**src/rtl/jsilicon_pkg.sv**
```systemverilog
// ============================================================================
//  Module      : jsilicon_pkg
//  Description : Shared opcode encodings, control-FSM state type and a
//                constant clog2 helper for the Jsilicon accumulator CPU.
//  Revision    : 1.0 - initial parametrised release
// ============================================================================
`default_nettype none

package jsilicon_pkg;

    localparam logic [3:0] OP_NOP  = 4'h0;
    localparam logic [3:0] OP_LDI  = 4'h1;
    localparam logic [3:0] OP_ADDI = 4'h2;
    localparam logic [3:0] OP_SUBI = 4'h3;
    localparam logic [3:0] OP_ANDI = 4'h4;
    localparam logic [3:0] OP_ORI  = 4'h5;
    localparam logic [3:0] OP_XORI = 4'h6;
    localparam logic [3:0] OP_SHL  = 4'h7;
    localparam logic [3:0] OP_SHR  = 4'h8;
    localparam logic [3:0] OP_MOV  = 4'h9;
    localparam logic [3:0] OP_OUT  = 4'hA;
    localparam logic [3:0] OP_JNZ  = 4'hB;
    localparam logic [3:0] OP_JMP  = 4'hC;
    localparam logic [3:0] OP_HALT = 4'hF;

    typedef enum logic [2:0] {
        ST_IDLE     = 3'd0,
        ST_FETCH    = 3'd1,
        ST_EXEC     = 3'd2,
        ST_OUT_WAIT = 3'd3,
        ST_HALT     = 3'd4
    } state_t;

    // Constant-evaluable ceil(log2(value)); value 1 yields 0.
    function automatic int clog2(input int value);
        int r;
        r = 0;
        while ((1 << r) < value) begin
            r = r + 1;
        end
        return r;
    endfunction

endpackage

`default_nettype wire

```
**src/rtl/jsilicon_alu.sv**
```systemverilog
// ============================================================================
//  Module      : jsilicon_alu
//  Description : Combinational ALU for the immediate/shift opcodes.
//                Ports: i_a (rd value), i_b (zero-extended immediate),
//                i_op (opcode), o_result, o_carry, o_zero.
//                Opcodes without an ALU meaning pass i_b through.
//  Revision    : 1.0 - initial parametrised release
// ============================================================================
`default_nettype none

module jsilicon_alu
    import jsilicon_pkg::*;
#(
    parameter int DATA_W = 8
)(
    input  logic [DATA_W-1:0] i_a,
    input  logic [DATA_W-1:0] i_b,
    input  logic [3:0]        i_op,
    output logic [DATA_W-1:0] o_result,
    output logic              o_carry,
    output logic              o_zero
);

    // One extra bit so the carry-out / borrow falls out of the MSB.
    logic [DATA_W:0] w_sum;
    logic [DATA_W:0] w_diff;

    assign w_sum  = {1'b0, i_a} + {1'b0, i_b};
    assign w_diff = {1'b0, i_a} - {1'b0, i_b};

    always_comb begin
        o_result = i_b;
        o_carry  = 1'b0;
        case (i_op)
            OP_ADDI: begin
                o_result = w_sum[DATA_W-1:0];
                o_carry  = w_sum[DATA_W];
            end
            OP_SUBI: begin
                o_result = w_diff[DATA_W-1:0];
                o_carry  = w_diff[DATA_W];
            end
            OP_ANDI: o_result = i_a & i_b;
            OP_ORI:  o_result = i_a | i_b;
            OP_XORI: o_result = i_a ^ i_b;
            OP_SHL: begin
                o_result = {i_a[DATA_W-2:0], 1'b0};
                o_carry  = i_a[DATA_W-1];
            end
            OP_SHR: begin
                o_result = {1'b0, i_a[DATA_W-1:1]};
                o_carry  = i_a[0];
            end
            default: ;
        endcase
    end

    assign o_zero = (o_result == '0);

endmodule

`default_nettype wire

```
**src/rtl/jsilicon_cpu.sv**
```systemverilog
// ============================================================================
//  Module      : jsilicon_cpu
//  Description : Handshaked accumulator-style CPU: PC, loadable IMEM,
//                decoder, register file, ALU and control FSM.
//                Ports: clk/rst; i_prog_we/i_prog_addr/i_prog_data (IMEM
//                load, IDLE/HALT only); i_run; i_step_valid/i_step_instr
//                (single-step, IDLE only); o_out_valid/o_out_data/
//                i_out_ready (output stream); o_busy, o_halted, o_retire,
//                o_pc, o_zero, o_carry (status).
//  Revision    : 1.0 - initial parametrised release
// ============================================================================
`default_nettype none

module jsilicon_cpu
    import jsilicon_pkg::*;
#(
    parameter  int DATA_W     = 8,
    parameter  int NREGS      = 4,
    parameter  int IMM_W      = 4,
    parameter  int IMEM_DEPTH = 16,
    localparam int RSEL_W     = clog2(NREGS),
    localparam int PC_W       = clog2(IMEM_DEPTH),
    localparam int INSTR_W    = 4 + RSEL_W + IMM_W
)(
    input  logic               clk,
    input  logic               rst,
    input  logic               i_prog_we,
    input  logic [PC_W-1:0]    i_prog_addr,
    input  logic [INSTR_W-1:0] i_prog_data,
    input  logic               i_run,
    input  logic               i_step_valid,
    input  logic [INSTR_W-1:0] i_step_instr,
    output logic               o_out_valid,
    output logic [DATA_W-1:0]  o_out_data,
    input  logic               i_out_ready,
    output logic               o_busy,
    output logic               o_halted,
    output logic               o_retire,
    output logic [PC_W-1:0]    o_pc,
    output logic               o_zero,
    output logic               o_carry
);

    state_t              r_state;
    logic [PC_W-1:0]     r_pc;
    logic [INSTR_W-1:0]  r_ir;
    logic                r_step;       // current instruction came from step port
    logic                r_zero;
    logic                r_carry;
    logic                r_out_valid;
    logic [DATA_W-1:0]   r_out_data;
    logic                r_retire;
    logic [DATA_W-1:0]   r_regs [NREGS];
    logic [INSTR_W-1:0]  r_imem [IMEM_DEPTH];

    logic [3:0]          w_op;
    logic [RSEL_W-1:0]   w_rd;
    logic [IMM_W-1:0]    w_imm;
    logic [DATA_W-1:0]   w_imm_ext;
    logic [DATA_W-1:0]   w_rd_val;
    logic [DATA_W-1:0]   w_alu_res;
    logic                w_alu_carry;
    logic                w_alu_zero;
    logic [DATA_W-1:0]   w_wdata;
    logic                w_wen;
    logic                w_flag_op;
    logic [PC_W-1:0]     w_pc_next;

    assign w_op      = r_ir[INSTR_W-1 -: 4];
    assign w_rd      = r_ir[IMM_W +: RSEL_W];
    assign w_imm     = r_ir[IMM_W-1:0];
    assign w_imm_ext = DATA_W'(w_imm);
    assign w_rd_val  = r_regs[w_rd];
    assign w_flag_op = (w_op >= OP_ADDI) && (w_op <= OP_SHR);
    assign w_wen     = w_flag_op || (w_op == OP_LDI) || (w_op == OP_MOV);

    jsilicon_alu #(
        .DATA_W (DATA_W)
    ) u_alu (
        .i_a      (w_rd_val),
        .i_b      (w_imm_ext),
        .i_op     (w_op),
        .o_result (w_alu_res),
        .o_carry  (w_alu_carry),
        .o_zero   (w_alu_zero)
    );

    always_comb begin
        w_wdata = w_alu_res;
        if (w_op == OP_LDI) begin
            w_wdata = w_imm_ext;
        end else if (w_op == OP_MOV) begin
            w_wdata = r_regs[0];
        end
    end

    // Sequential pc wraps naturally at IMEM_DEPTH (power of two).
    always_comb begin
        w_pc_next = r_pc + PC_W'(1);
        if ((w_op == OP_JMP) || ((w_op == OP_JNZ) && (w_rd_val != '0))) begin
            w_pc_next = w_imm[PC_W-1:0];
        end
    end

    // Instruction memory: no reset so a program survives rst. Writes are
    // accepted only while the core is parked, so a write in the same cycle
    // as run is visible to the very first fetch.
    always_ff @(posedge clk) begin
        if (i_prog_we && ((r_state == ST_IDLE) || (r_state == ST_HALT))) begin
            r_imem[i_prog_addr] <= i_prog_data;
        end
    end

    always_ff @(posedge clk) begin
        if (rst) begin
            r_state     <= ST_IDLE;
            r_pc        <= '0;
            r_ir        <= '0;
            r_step      <= 1'b0;
            r_zero      <= 1'b0;
            r_carry     <= 1'b0;
            r_out_valid <= 1'b0;
            r_out_data  <= '0;
            r_retire    <= 1'b0;
            for (int i = 0; i < NREGS; i++) begin
                r_regs[i] <= '0;
            end
        end else begin
            r_retire <= 1'b0;
            case (r_state)
                ST_IDLE: begin
                    // run has priority; a simultaneous step is dropped
                    if (i_run) begin
                        r_pc    <= '0;
                        r_step  <= 1'b0;
                        r_state <= ST_FETCH;
                    end else if (i_step_valid) begin
                        r_ir    <= i_step_instr;
                        r_step  <= 1'b1;
                        r_state <= ST_EXEC;
                    end
                end
                ST_FETCH: begin
                    r_ir    <= r_imem[r_pc];
                    r_state <= ST_EXEC;
                end
                ST_EXEC: begin
                    // Step mode never moves pc, which also neuters JMP/JNZ.
                    if (!r_step) begin
                        r_pc <= w_pc_next;
                    end
                    if (w_flag_op) begin
                        r_zero  <= w_alu_zero;
                        r_carry <= w_alu_carry;
                    end
                    if (w_wen) begin
                        r_regs[w_rd] <= w_wdata;
                    end
                    if (w_op == OP_OUT) begin
                        // retire deferred until the consumer takes the word
                        r_out_valid <= 1'b1;
                        r_out_data  <= w_rd_val;
                        r_state     <= ST_OUT_WAIT;
                    end else if ((w_op == OP_HALT) && !r_step) begin
                        r_retire <= 1'b1;
                        r_state  <= ST_HALT;
                    end else begin
                        r_retire <= 1'b1;
                        r_state  <= r_step ? ST_IDLE : ST_FETCH;
                    end
                end
                ST_OUT_WAIT: begin
                    if (i_out_ready) begin
                        r_out_valid <= 1'b0;
                        r_retire    <= 1'b1;
                        r_state     <= r_step ? ST_IDLE : ST_FETCH;
                    end
                end
                ST_HALT: begin
                    if (i_run) begin
                        r_pc    <= '0;
                        r_step  <= 1'b0;
                        r_state <= ST_FETCH;
                    end
                end
                default: r_state <= ST_IDLE;
            endcase
        end
    end

    assign o_busy      = (r_state == ST_FETCH) || (r_state == ST_EXEC) ||
                         (r_state == ST_OUT_WAIT);
    assign o_halted    = (r_state == ST_HALT);
    assign o_retire    = r_retire;
    assign o_pc        = r_pc;
    assign o_zero      = r_zero;
    assign o_carry     = r_carry;
    assign o_out_valid = r_out_valid;
    assign o_out_data  = r_out_data;

endmodule

`default_nettype wire
```
**config.mk**
```make
export PLATFORM = sky130hd
export DESIGN_NAME = jsilicon_cpu
export DESIGN_NICKNAME = d
export VERILOG_FILES = /design/src/rtl/jsilicon_pkg.sv /design/src/rtl/jsilicon_alu.sv /design/src/rtl/jsilicon_cpu.sv
export SDC_FILE = /design/constraint.sdc
export NUM_CORES = 1
export LEC_CHECK = 0
export ABC_CLOCK_PERIOD_IN_PS = 4700
export BUFFER_PORTS_ARGS = -buffer_cell sky130_fd_sc_hd__buf_2
export CORE_AREA = 2 2 134 136
export CTS_CLUSTER_DIAMETER = 30
export CTS_CLUSTER_SIZE = 10
export DETAILED_ROUTE_END_ITERATION = 6
export DIE_AREA = 0 0 136 138
export PLACE_DENSITY = 0.77
export SLEW_MARGIN = 20
export SYNTH_ARGS = -nofsm -noshare
export SYNTH_HDL_FRONTEND = slang
export SYNTH_SLANG_ARGS = --single-unit
```
**constraint.sdc**
```tcl
create_clock -name clk -period 4.7 [get_ports clk]
set_input_delay 0.235 -clock clk [delete_from_list [all_inputs] [get_ports clk]]
set_output_delay 0.235 -clock clk [all_outputs]
set_load 0.03 [all_outputs]
```
# Word level (Yosys, flattened, before mapping)
# Memories as Yosys holds them, arrays and structs flattened. A register that Yosys moved wholly into a read port is not among the register bits.
# Index checks and enable logic that the tools add are counted.
[totals]
reg_bits = 30
mem_bits_rw = 192
input_bits = 30
out_inout_bits = 18
elab_cells = 115
memories = 2
[mem_list]
columns = ["memory", "words", "width", "read_ports", "rd_clocked_by_memory_dff", "wr", "line_no", "source"]
rows = [
  ["r_imem", 16, 10, 1, 1, 1, "jsilicon_cpu.sv:54", "logic [INSTR_W-1:0] r_imem [IMEM_DEPTH];"],
  ["r_regs", 4, 8, 2, 1, 4, "jsilicon_cpu.sv:53", "logic [DATA_W-1:0] r_regs [NREGS];"],
]
[classes]
n_addsub = 3
n_lt_le_gt_ge = 2
n_eq_ne = 25
n_mux = 44
n_bitwise = 3
reduce_logical = 27
[ops]
columns = ["op", "count"]
rows = [
  ["$pmux W8 S7", 1],
  ["$eq A4 B4 Y1 const B", 6],
  ["$mux W8", 3],
  ["$mux W10", 2],
  ["$mux W4", 5],
  ["$pmux W10 S2", 1],
  ["$mux W3", 6],
  ["$mux W1", 17],
  ["$eq A4 B3 Y1 const B", 4],
  ["$pmux W3 S5", 1],
  ["$reduce_and A3 Y1", 5],
  ["$ne A2 B2 Y1 const B", 6],
  ["$add A8 B4 Y9", 1],
  ["$sub A8 B4 Y9", 1],
  ["$and A8 B4 Y8", 1],
  ["$eq A4 B2 Y1 const B", 2],
  ["$logic_not A8 Y1", 1],
  ["$or A8 B4 Y8", 1],
  ["$pmux W4 S2", 1],
  ["$reduce_bool A2 Y1", 4],
  ["$reduce_bool A8 Y1", 1],
  ["$reduce_or A8 Y1", 1],
  ["$xor A8 B4 Y8", 1],
  ["$eq A3 B2 Y1 const B", 2],
  ["other kinds (17)", 30],
]

# Longest topological paths before layout
# Gate-level depths: netlist of run 1.
[logic_depth]
depth_word = 10
mapped_depth = 13
mapped_depth_nobuf = 12

# Hierarchy
# Synthesis of run 1 repeated with hierarchy kept, for this count alone.
[hier_totals]
cells_unflattened = 754
area_unflattened_um2 = 10641.5
[by_module_without_submodules]
columns = ["mod", "instances", "cells_each", "area_each_um2", "seq_area_each_um2"]
rows = [
  ["jsilicon_cpu", 1, 546, 9203.8, 6486.2],
  ["jsilicon_alu", 1, 208, 1437.6, 0.0],
]

# Least setup slack after synthesis of run 1
# No wires, ideal clock.
[synth_path]
path_type = "register -> register"
startpoint = "reg (tool-made name)"
endpoint = "reg r_zero (netlist: o_zero)"
setup_ns = 0.069
arrival_ns = 3.305
required_time_ns = 4.631
path_slack_ns = 1.326
path_stages_with_launch = 14
path_buffers = 1
period_less_slack_ns = 3.374
path_cell_list = "dfxtp_1 > buf_6 > mux4_2 > inv_1 > ha_1 > inv_1 > fa_1 > nor3b_1 > a211oi_1 > a21oi_1 > o31ai_1 > nand3_1 > or4b_1 > o21ai_1"
[synth_rtl]
columns = ["element", "line_no", "source"]
rows = [
  ["to (signal assigned)", "jsilicon_cpu.sv:153", "r_zero <= w_alu_zero;"],
  ["to (decl)", "jsilicon_cpu.sv:48", "logic r_zero;"],
]

==> impl_metrics.toml, run 1 <==
[synthesis]
yosysTopAreaCell = "edfxtp_1"
synth_edf_count = 192
syn-num-nets = 728
syn_avg_cell_area_um2 = 14.8
synth_common_cells = "192 x edfxtp_1, 71 x nor2_1, 59 x mux4_2, 36 x dfxtp_1, 35 x nand2_1"
synthMuxAreaShare_pct = 14.8
synth_ff_type = "edfxtp_1"
post-synth-top-count-cell = "edfxtp_1"
ys_ff_latch = 228
ys_types = 63
ys_warn_count = 0
synth_xor_area_share_pct = 0.259
async_flop_share_pct = 0
synthAdderAreaFrac_pct = 2.00
ys_seq_area_share_pct = 64.0
synth-compound-area-share_pct = 7.01
syn_area_mm2 = 0.0101
syn_inst = 683
synth_top_family_by_area = "multiplexers"
yosys.area_share.simple_pct = 9.43
synth_area_leaders = "edfxtp_1 57%, mux4_2 13%, dfxtp_1 7.1%"
synth_top_area_share_pct = 56.9

[placement]
io_buffers = 47
gp_routability_congestion = 0.911
dp_hpwl_mm = 15.8

[die]
die-area_mm2 = 0.0188
fp.dieH_um = 138
pin_count = 48
start_util_pct = 57.8
fp-row-count = 49
core_area_mm2 = 0.0175
die_width_um = 136

[setup_path]
crit_chain = "buf_4 > mux4_2 > inv_1 > ha_1 > inv_1 > fa_1 > nor3b_1 > a211oi_1 > a21oi_1 > o31ai_1 > nand3_1 > o221ai_1 > nor2_1"
start_kind = "register"
cp_slowest_cell = "mux4_2"
required_ps = 4940
endpoint_kind = "register"
crit_top_cell = "inv_1"
critPathMaxStageDelay_ps = 600
path_class = "register to register"
crit_path_max_fanout = 9
cp.arrival_ps = 4110

[timing]
final-max-slew-violation-count = 0
fin_skew_ps = 16.4
max_slew.worst_pin.slew_ps = 1030
tns_ps = 0
hold_viol_final = 0
fin_crit_sh_pct = 82.2
finalCriticalPeriod_ps = 3860
max_freq_mhz = 259
grt_setup_unrepaired = "no"
relSlewSlack_pct = 30.8
final-setup-viol-count = 0

[grt]
globalRouteOverflowTotal = 0
grt_pass1_vias = 6720
grt_antenna_before_repair = 0
grt_pass1_wl_mm = 38.4
grt_max_degree = 41
track_usage_pct = 27.3

[clocking]
clkTransAtPathRegs_ps = 50
cts_hold_buf = 1
clk_latency_ps = 520
cts_resized = 0
htreeDepth = 2
tritoncts = "built"
post_cts_buffers = 0
cts_made_buffers = 39
cts_root_buffer = "clkbuf_16"
cts_max_path_buffers = 3
cts.sinks = 228

[detailed_routing]
vias_per_cell = 6.51
drc = 0
first_pass_iters = 5
drtIter0Drc = 666
routedWlPerCell_um = 24.9
detailroute.via_count = 6512
wl_mm = 24.9
ant_nets = 0

[run_status]
status = "completed"

[power_and_ir_drop]
power_mw = 5.77
leakage_nw = 4.08
p_per_area_mw_per_mm2 = 487
worst_ir_drop_vdd_v = 0.000492

[hold_path]
worstHoldPathType = "primary input to register"

[final_layout]
antenna_cells = 0
nets = 789
drive_above_1_share_pct = 25.2
synthToLayoutAreaGrowth_pct = 16.9

[run]
cap_violations = 0
## through the flow
step | hold WS, ps | utilization, % | instance area [um2] | setup WS [ps] | cells
2_1_floorplan | 332 | - | 10100 | 1330 | 683
3_3_place_gp | 442 | 60.3 | 10600 | 996 | 931
3_5_place_dp | 452 | 60.3 | 10600 | 909 | 931
4_1_cts | 40.4 | 67.5 | 11800 | 864 | 1000
5_1_grt | 74.5 | 67.6 | 11900 | 496 | 1000
6_report | 66.7 | 67.6 | 11900 | 836 | 1000
## kinds of logic after synthesis
kind of cell	Yosys count
mux	76
xor+xnor	3
fa+ha+maj	15
simple gates	196
compound gates	105
flops	228
buf+inv	60
## final timing paths
path / startpoint / endpoint / slack (ps) / depth (start not counted)
max: register / r_regs[0][6]$_SDFFCE_PN0P_ / 840 / 13
min: i_out_ready / r_state[1]$_SDFFE_PP0P_ / 70 / 4
max reg2reg: register / r_regs[0][6]$_SDFFCE_PN0P_ / 840 / 13
min reg2reg: o_out_data[3]$_SDFFE_PP0P_ / o_out_data[3]$_SDFFE_PP0P_ / 450 / 2
## state kept, by name (all words and copies together), names as in the netlist, named ones only
signal	cells
o_zero	1
r_ir	10
o_carry	1
o_retire	1
r_state	3
o_pc	4
r_step	1
o_out_valid	1
r_regs	32
o_out_data	8
r_imem	160
## worst max-delay path, delay by kind of cell (launching register included)
family                     cells  cell delay (ps)
DFF                            1              310
buffers and inverters          3              390
and+or+nand+nor                3              390
muxes                          1              600
AOI/OAI and AO/OA              4             1320
adders and majority gates      2              580
## layout by cell type (no fill, tap or decap), drive strengths merged, types with 10 or more instances in the layout
master and instances:
edfxtp 192, nor2 72, mux4 59, buf 58, clkbuf 44, dfxtp 36, nand2 35, a21oi 30
inv 25, nand3 15, a211oi 14, mux2i 14, ha 13, clkinv 13, nand2b 12, o21ai 12
nor3 11, nor2b 10
## routing by layer
layer / vias to the layer above / global-route usage [%] / share of wire, %
met1: 3312 / 34.8 / 39
li1: 2817 / - / -
met3: 35 / 5.21 / 6.4
met2: 348 / 47.7 / 53
met4: 0 / 8.00 / 1.7
met5: - / 0 / 0
## where the power goes
part	total (mW)	switching, mW	internal [mW]
registers	2.32	0.0708	2.25
logic	0.712	0.433	0.279
clock network	2.73	0.977	1.75
## layout make-up
| cell class | instances | area [um2] |
|---|---|---|
| clock buffers | 44 | 995 |
| fillers | 1166 | 5680 |
| well taps | 229 | 287 |
| clock inverters | 24 | 267 |
| repair buffers | 59 | 328 |
| inverters | 21 | 78.8 |
| flip-flops and latches | 228 | 6490 |
| multi-input cells | 395 | 3410 |
Power figures use the tool's default switching activity.
==> run 2: changes to the inputs <==
--- a/config.mk
+++ b/config.mk
@@ -5,7 +5,7 @@
 export SDC_FILE = /design/constraint.sdc
 export NUM_CORES = 1
 export LEC_CHECK = 0
-export ABC_CLOCK_PERIOD_IN_PS = 4700
+export ABC_CLOCK_PERIOD_IN_PS = 3800
 export BUFFER_PORTS_ARGS = -buffer_cell sky130_fd_sc_hd__buf_2
 export CORE_AREA = 2 2 134 136
 export CTS_CLUSTER_DIAMETER = 30
==> constraint.sdc (replaced) <==
create_clock -name clk -period 3.8 [get_ports clk]
set_input_delay 0.19 -clock clk [delete_from_list [all_inputs] [get_ports clk]]
set_output_delay 0.19 -clock clk [all_outputs]
set_load 0.03 [all_outputs]
==> run 2 against run 1 <==
  * Worst setup slack lost 520 ps
  * Largest power group unchanged
  * Highest routed layer unchanged
  * Die area is the same
  * Non-clock buffer count grew 11
  * Sequential share of layout area shrank 0.17 points
  * Clock power grew 18%
  * Clock skew grew 5.7 ps
  * First-iteration DRC count grew 20%
  * Critical path depth shrank 1
  * Core utilization grew 0.21 points
==> impl_metrics.toml, run 2 (synthesis results as in run 1) <==
[clocking]
post_cts_buffers = 0
htreeDepth = 2
cts.sinks = 228
tritoncts = "built"
cts_made_buffers = 37
cts_max_path_buffers = 3
clk_latency_ps = 520
cts_root_buffer = "clkbuf_16"
clkTransAtPathRegs_ps = 50

[final_layout]
largestRegisters = "r_imem x160, r_regs x32, r_ir x10"
largest_reg_flops = 160
antenna_cells = 0
fillCellCount = 1174
final_core_util_pct = 67.8
synthToLayoutAreaGrowth_pct = 17.2
final_cell_mix = "192 x edfxtp_1, 69 x nor2_1, 59 x mux4_2, 47 x buf_2, 38 x clkbuf_16"
top_register = "r_imem"
nets = 798
drive_above_1_share_pct = 24.8
final_common_cell = "edfxtp_1"

[power_and_ir_drop]
leakage_nw = 4.10
worst_ir_drop_vdd_v = 0.000479
p_per_area_mw_per_mm2 = 589
power_mw = 7.01

[run_status]
status = "completed"

[setup_path]
critPathMaxStageDelay_ps = 540
rrSetupSlack_ps = 310
endpoint_kind = "register"
crit_chain = "mux4_2 > inv_1 > ha_1 > inv_1 > fa_1 > nor3b_1 > a211oi_2 > a21oi_1 > o31ai_1 > nand3_1 > o221ai_1 > nor2_1"
cp_slowest_cell = "mux4_2"
endpoint = "r_regs[1][6]$_SDFFCE_PN0P_"
rr_endpoint = "r_regs[1][6]$_SDFFCE_PN0P_"
cp.arrival_ps = 3730
cp.depth = 12
crit_top_cell = "inv_1"
required_ps = 4040
start_kind = "register"
crit_buf_inv = 2
path_class = "register to register"
crit_path_max_fanout = 5
crit_family = "compound AO/OA/AOI/OAI gates"
ff2ff_path_depth = 12

[detailed_routing]
detailroute.via_count = 6591
first_pass_iters = 5
drc = 0
vias_per_cell = 6.54
wl_mm = 25.8
drtIter0Drc = 802
ant_nets = 0
routedWlPerCell_um = 25.6

[timing]
fin_ws_ps = 312
hold_viol_final = 0
tns_ps = 0
relSlewSlack_pct = 33.3
grt_setup_unrepaired = "no"
fin_crit_sh_pct = 91.8
finalCriticalPeriod_ps = 3490
final-max-slew-violation-count = 0
holdWs_ps = 30.7
max_freq_mhz = 287
max_slew.worst_pin.slew_ps = 996
final-setup-viol-count = 0
fin_skew_ps = 22.1

[die]
pin_count = 48
fp-row-count = 49
die-area_mm2 = 0.0188
core_area_mm2 = 0.0175
fp.dieH_um = 138
start_util_pct = 57.8
die_width_um = 136

[grt]
grt_antenna_before_repair = 0
grt_pass1_vias = 6681
globalRouteOverflowTotal = 0
grt_max_degree = 41
track_usage_pct = 28.0
grt_pass1_wl_mm = 39.1

[placement]
gp_routability_congestion = 0.873
pre_cts_ws_ps = 183
io_buffers = 47
dp_hpwl_mm = 15.9

[hold_path]
worstHoldPathType = "primary input to register"

[run]
cap_violations = 0
-- run 2: cell types whose count changed in the layout (fill, tap and decap cells not counted), moves of 2 or more --
cell      previous run  this run
clkinv_2             7         0
buf_4               11        20
inv_6                3         5
nor2_1              66        69
clkbuf_1             5         9
clkinv_1             2         4
nor2_2               6         3
clkinv_4             4         1
-- run 2: through the flow --
step,area (um2),instances
6_report,11900,1008
5_1_grt,11900,1008
4_1_cts,11900,1008
3_5_place_dp,10700,941
3_3_place_gp,10700,941
2_1_floorplan,10100,683
-- run 2: cell type report --
class                      instances  area, um2  share of cell area (%)
sequential                       228       6490                    54.6
multi-input combinational        395       3410                    28.7
clock buffer                      47        985                    8.28
timing repair buffer              70        425                    3.58
tap                              229        287                    2.41
clock inverter                    18        218                    1.83
inverter                          21       78.8                   0.663
-- run 2: power by group --
part           internal (mW)  total [mW]  switching (mW)
registers               2.79        2.87          0.0847
clock network           2.06        3.22            1.16
logic                  0.359       0.914           0.555
total                   5.20        7.01            1.80
-- run 2: worst min path at each step --
stage,slack (ps),from,endpoint,cells past startpoint
floorplan,290,i_run,r_step$_SDFFE_PP0P_,1
global placement,440,o_out_data[6]$_SDFFE_PP0P_,o_out_data[6]$_SDFFE_PP0P_,2
detailed placement,460,o_out_data[4]$_SDFFE_PP0P_,o_out_data[4]$_SDFFE_PP0P_,2
CTS,20,i_step_instr[1],r_ir[1]$_SDFFE_PP0P_,3
global route,30,i_step_instr[1],r_ir[1]$_SDFFE_PP0P_,3
finish,30,i_step_instr[2],r_ir[2]$_SDFFE_PP0P_,3
-- run 2: repair_timing --
item / CTS / global route
resized for setup: 0 / 1
hold buffers: 2 / 0
endpoints found under the setup margin: 0 / 5
hold endpoints to repair: 2 / 0
-- run 2: worst reg2reg max path: cells and delay by family (launching register included) --
| kind | cells | cell delay [ps] |
|---|---|---|
| AOI/OAI and AO/OA | 4 | 1140 |
| buffers and inverters | 2 | 150 |
| adders and majority gates | 2 | 570 |
| muxes | 1 | 540 |
| and+or+nand+nor | 3 | 410 |
| DFF | 1 | 400 |
-- run 2: metal layers --
| metal | vias to the layer above | global-route usage (%) | part of all wire, % |
|---|---|---|---|
| li1 | 2815 | - | - |
| met1 | 3317 | 34.8 | 37 |
| met2 | 389 | 48.0 | 52 |
| met3 | 70 | 5.35 | 6.8 |
| met4 | 0 | 12.0 | 3.9 |
| met5 | - | 0 | 0 |
==> run 3: changes to the inputs <==
--- a/config.mk
+++ b/config.mk
@@ -7,12 +7,13 @@
 export LEC_CHECK = 0
 export ABC_CLOCK_PERIOD_IN_PS = 3800
 export BUFFER_PORTS_ARGS = -buffer_cell sky130_fd_sc_hd__buf_2
+export CAP_MARGIN = 20
 export CORE_AREA = 2 2 134 136
 export CTS_CLUSTER_DIAMETER = 30
 export CTS_CLUSTER_SIZE = 10
 export DETAILED_ROUTE_END_ITERATION = 6
 export DIE_AREA = 0 0 136 138
-export PLACE_DENSITY = 0.77
+export PLACE_DENSITY_LB_ADDON = 0.3
 export SLEW_MARGIN = 20
 export SYNTH_ARGS = -nofsm -noshare
 export SYNTH_HDL_FRONTEND = slang
==> run 3 against run 2 <==
  * Wire length is 8.0% lower
  * Hold slack better by 3.9 ps
  * First-iteration DRC count is 38% lower
  * Clock skew is 2.6 ps lower
  * Core utilization is 1.0 points higher
  * Die area stayed put
  * Worst setup slack worse by 66 ps
  * Combinational power hardly changed
  * Via count is 3.1% lower
  * Critical path type unchanged
  * Maximum frequency is 1.9% lower
==> impl_metrics.toml, run 3 (synthesis results as in run 1) <==
[timing]
max_slew.worst_pin.slew_ps = 1120
hold_viol_final = 0
max_freq_mhz = 281
final-setup-viol-count = 0
final-max-slew-violation-count = 0
fin_skew_ps = 19.5
finalCriticalPeriod_ps = 3550
fin_crit_sh_pct = 93.5
fin_ws_ps = 246
relSlewSlack_pct = 25.5
tns_ps = 0
grt_setup_unrepaired = "no"

[final_layout]
nets = 802
final_common_cell = "edfxtp_1"
antenna_cells = 0
synthToLayoutAreaGrowth_pct = 19.0
largestRegisters = "r_imem x160, r_regs x32, r_ir x10"
fin_area_mm2 = 0.0121
drive_above_1_share_pct = 26.2
final_core_util_pct = 68.9
final_cell_mix = "192 x edfxtp_1, 71 x nor2_1, 59 x mux4_2, 47 x buf_2, 43 x clkbuf_16"
top_register = "r_imem"
largest_reg_flops = 160

[die]
die_width_um = 136
core_area_mm2 = 0.0175
die-area_mm2 = 0.0188
fp-row-count = 49
pin_count = 48
start_util_pct = 57.8
fp.dieH_um = 138

[hold_path]
holdPathStages = 3
worstHoldPathType = "primary input to register"
hold_start = "i_step_instr[3]"
holdPathEnd = "r_ir[3]$_SDFFE_PP0P_"

[detailed_routing]
drc = 0
detailroute.via_count = 6387
wl_mm = 23.8
ant_nets = 0
vias_per_cell = 6.27
first_pass_iters = 5
drtIter0Drc = 497
routedWlPerCell_um = 23.3

[run_status]
status = "completed"

[setup_path]
crit_buf_inv = 1
critPathMaxStageDelay_ps = 620
cp.arrival_ps = 4000
rr_endpoint = "o_zero$_SDFFE_PP0P_"
crit_chain = "buf_4 > mux4_2 > fa_1 > nor3b_1 > a211oi_1 > a21oi_1 > o31ai_1 > nand3_1 > or4b_1 > o21ai_1"
cp_slowest_cell = "mux4_2"
crit_family = "compound AO/OA/AOI/OAI gates"
path_class = "register to register"
endpoint_kind = "register"
required_ps = 4240
ff2ff_path_depth = 10
rrSetupSlack_ps = 250
crit_path_max_fanout = 8
start_kind = "register"

[placement]
dp_hpwl_mm = 15.3
gp_routability_congestion = 0.894
io_buffers = 47
pre_cts_ws_ps = 260
place_area_mm2 = 0.0106

[grt]
grt_max_degree = 41
globalRouteOverflowTotal = 0
grt_antenna_before_repair = 0
track_usage_pct = 26.1
grt_pass1_vias = 6609
grt_pass1_wl_mm = 36.8

[clocking]
cts.sinks = 228
cts_root_buffer = "clkbuf_16"
clkTransAtPathRegs_ps = 50
clk_latency_ps = 530
cts_resized = 0
cts_max_path_buffers = 3
post_cts_buffers = 0
htreeDepth = 2
tritoncts = "built"
cts_made_buffers = 42

[run]
cap_violations = 0

[power_and_ir_drop]
p_per_area_mw_per_mm2 = 611
worst_ir_drop_vdd_v = 0.000463
leakage_nw = 4.20
power_mw = 7.37
run 3: cell types whose count changed in the layout (fill, tap and decap cells not counted), sizes merged:
| cell | change |
|---|---|
| buf | -1 |
| bufinv | +1 |
| clkbuf | -2 |
| clkinv | +15 |
| inv | -2 |
run 3: cell type report:
class	count	area, um2
sequential	228	6490
fill	1176	5460
multi-input combinational	395	3400
clock buffer	45	1080
timing repair buffer	69	422
clock inverter	32	315
tap	229	287
inverter	21	78.8
run 3: worst max path at each step:
stage / endpoint / from / cells after the start / slack (ps)
global placement: o_zero$_SDFFE_PP0P_ / register / 10 / 300
finish: o_zero$_SDFFE_PP0P_ / register / 10 / 250
detailed placement: r_regs[1][6]$_SDFFCE_PN0P_ / register / 10 / 260
floorplan: o_zero$_SDFFE_PP0P_ / register / 13 / 430
global route: r_regs[1][6]$_SDFFCE_PN0P_ / register / 10 / 30
CTS: r_regs[1][6]$_SDFFCE_PN0P_ / register / 10 / 230
run 3: power by group:
part           switching [mW]  internal [mW]
sequential             0.0657           2.79
combinational           0.552          0.362
clock                    1.25           2.35
total                    1.87           5.50
run 3: worst reg2reg max path: stages, from the launching register on:
cell	delay, ps
dfxtp_1	340
buf_4	210
mux4_2	620
fa_1	470
nor3b_1	160
a211oi_1	510
a21oi_1	130
o31ai_1	250
nand3_1	120
or4b_1	530
o21ai_1	140
run 3: metrics by stage:
stage / hold WS [ps] / std cells
floorplan: 287 / 683
global placement: 443 / 939
detailed placement: 448 / 939
CTS: 23.5 / 1018
global route: 17.3 / 1019
finish: 34.6 / 1019
run 3: timing repair:
action	CTS	global route
hold buffers	2	0
setup endpoints to repair	0	0
endpoints found under the hold margin	2	0
run 3: routing by layer:
layer  up-vias  part of all wire (%)  track usage, %
met1      3208                    38            31.8
met2       278                    52            45.3
li1       2837                     -               -
met5         -                     0               0
met3        64                   6.1            5.35
met4         0                   3.5            10.7
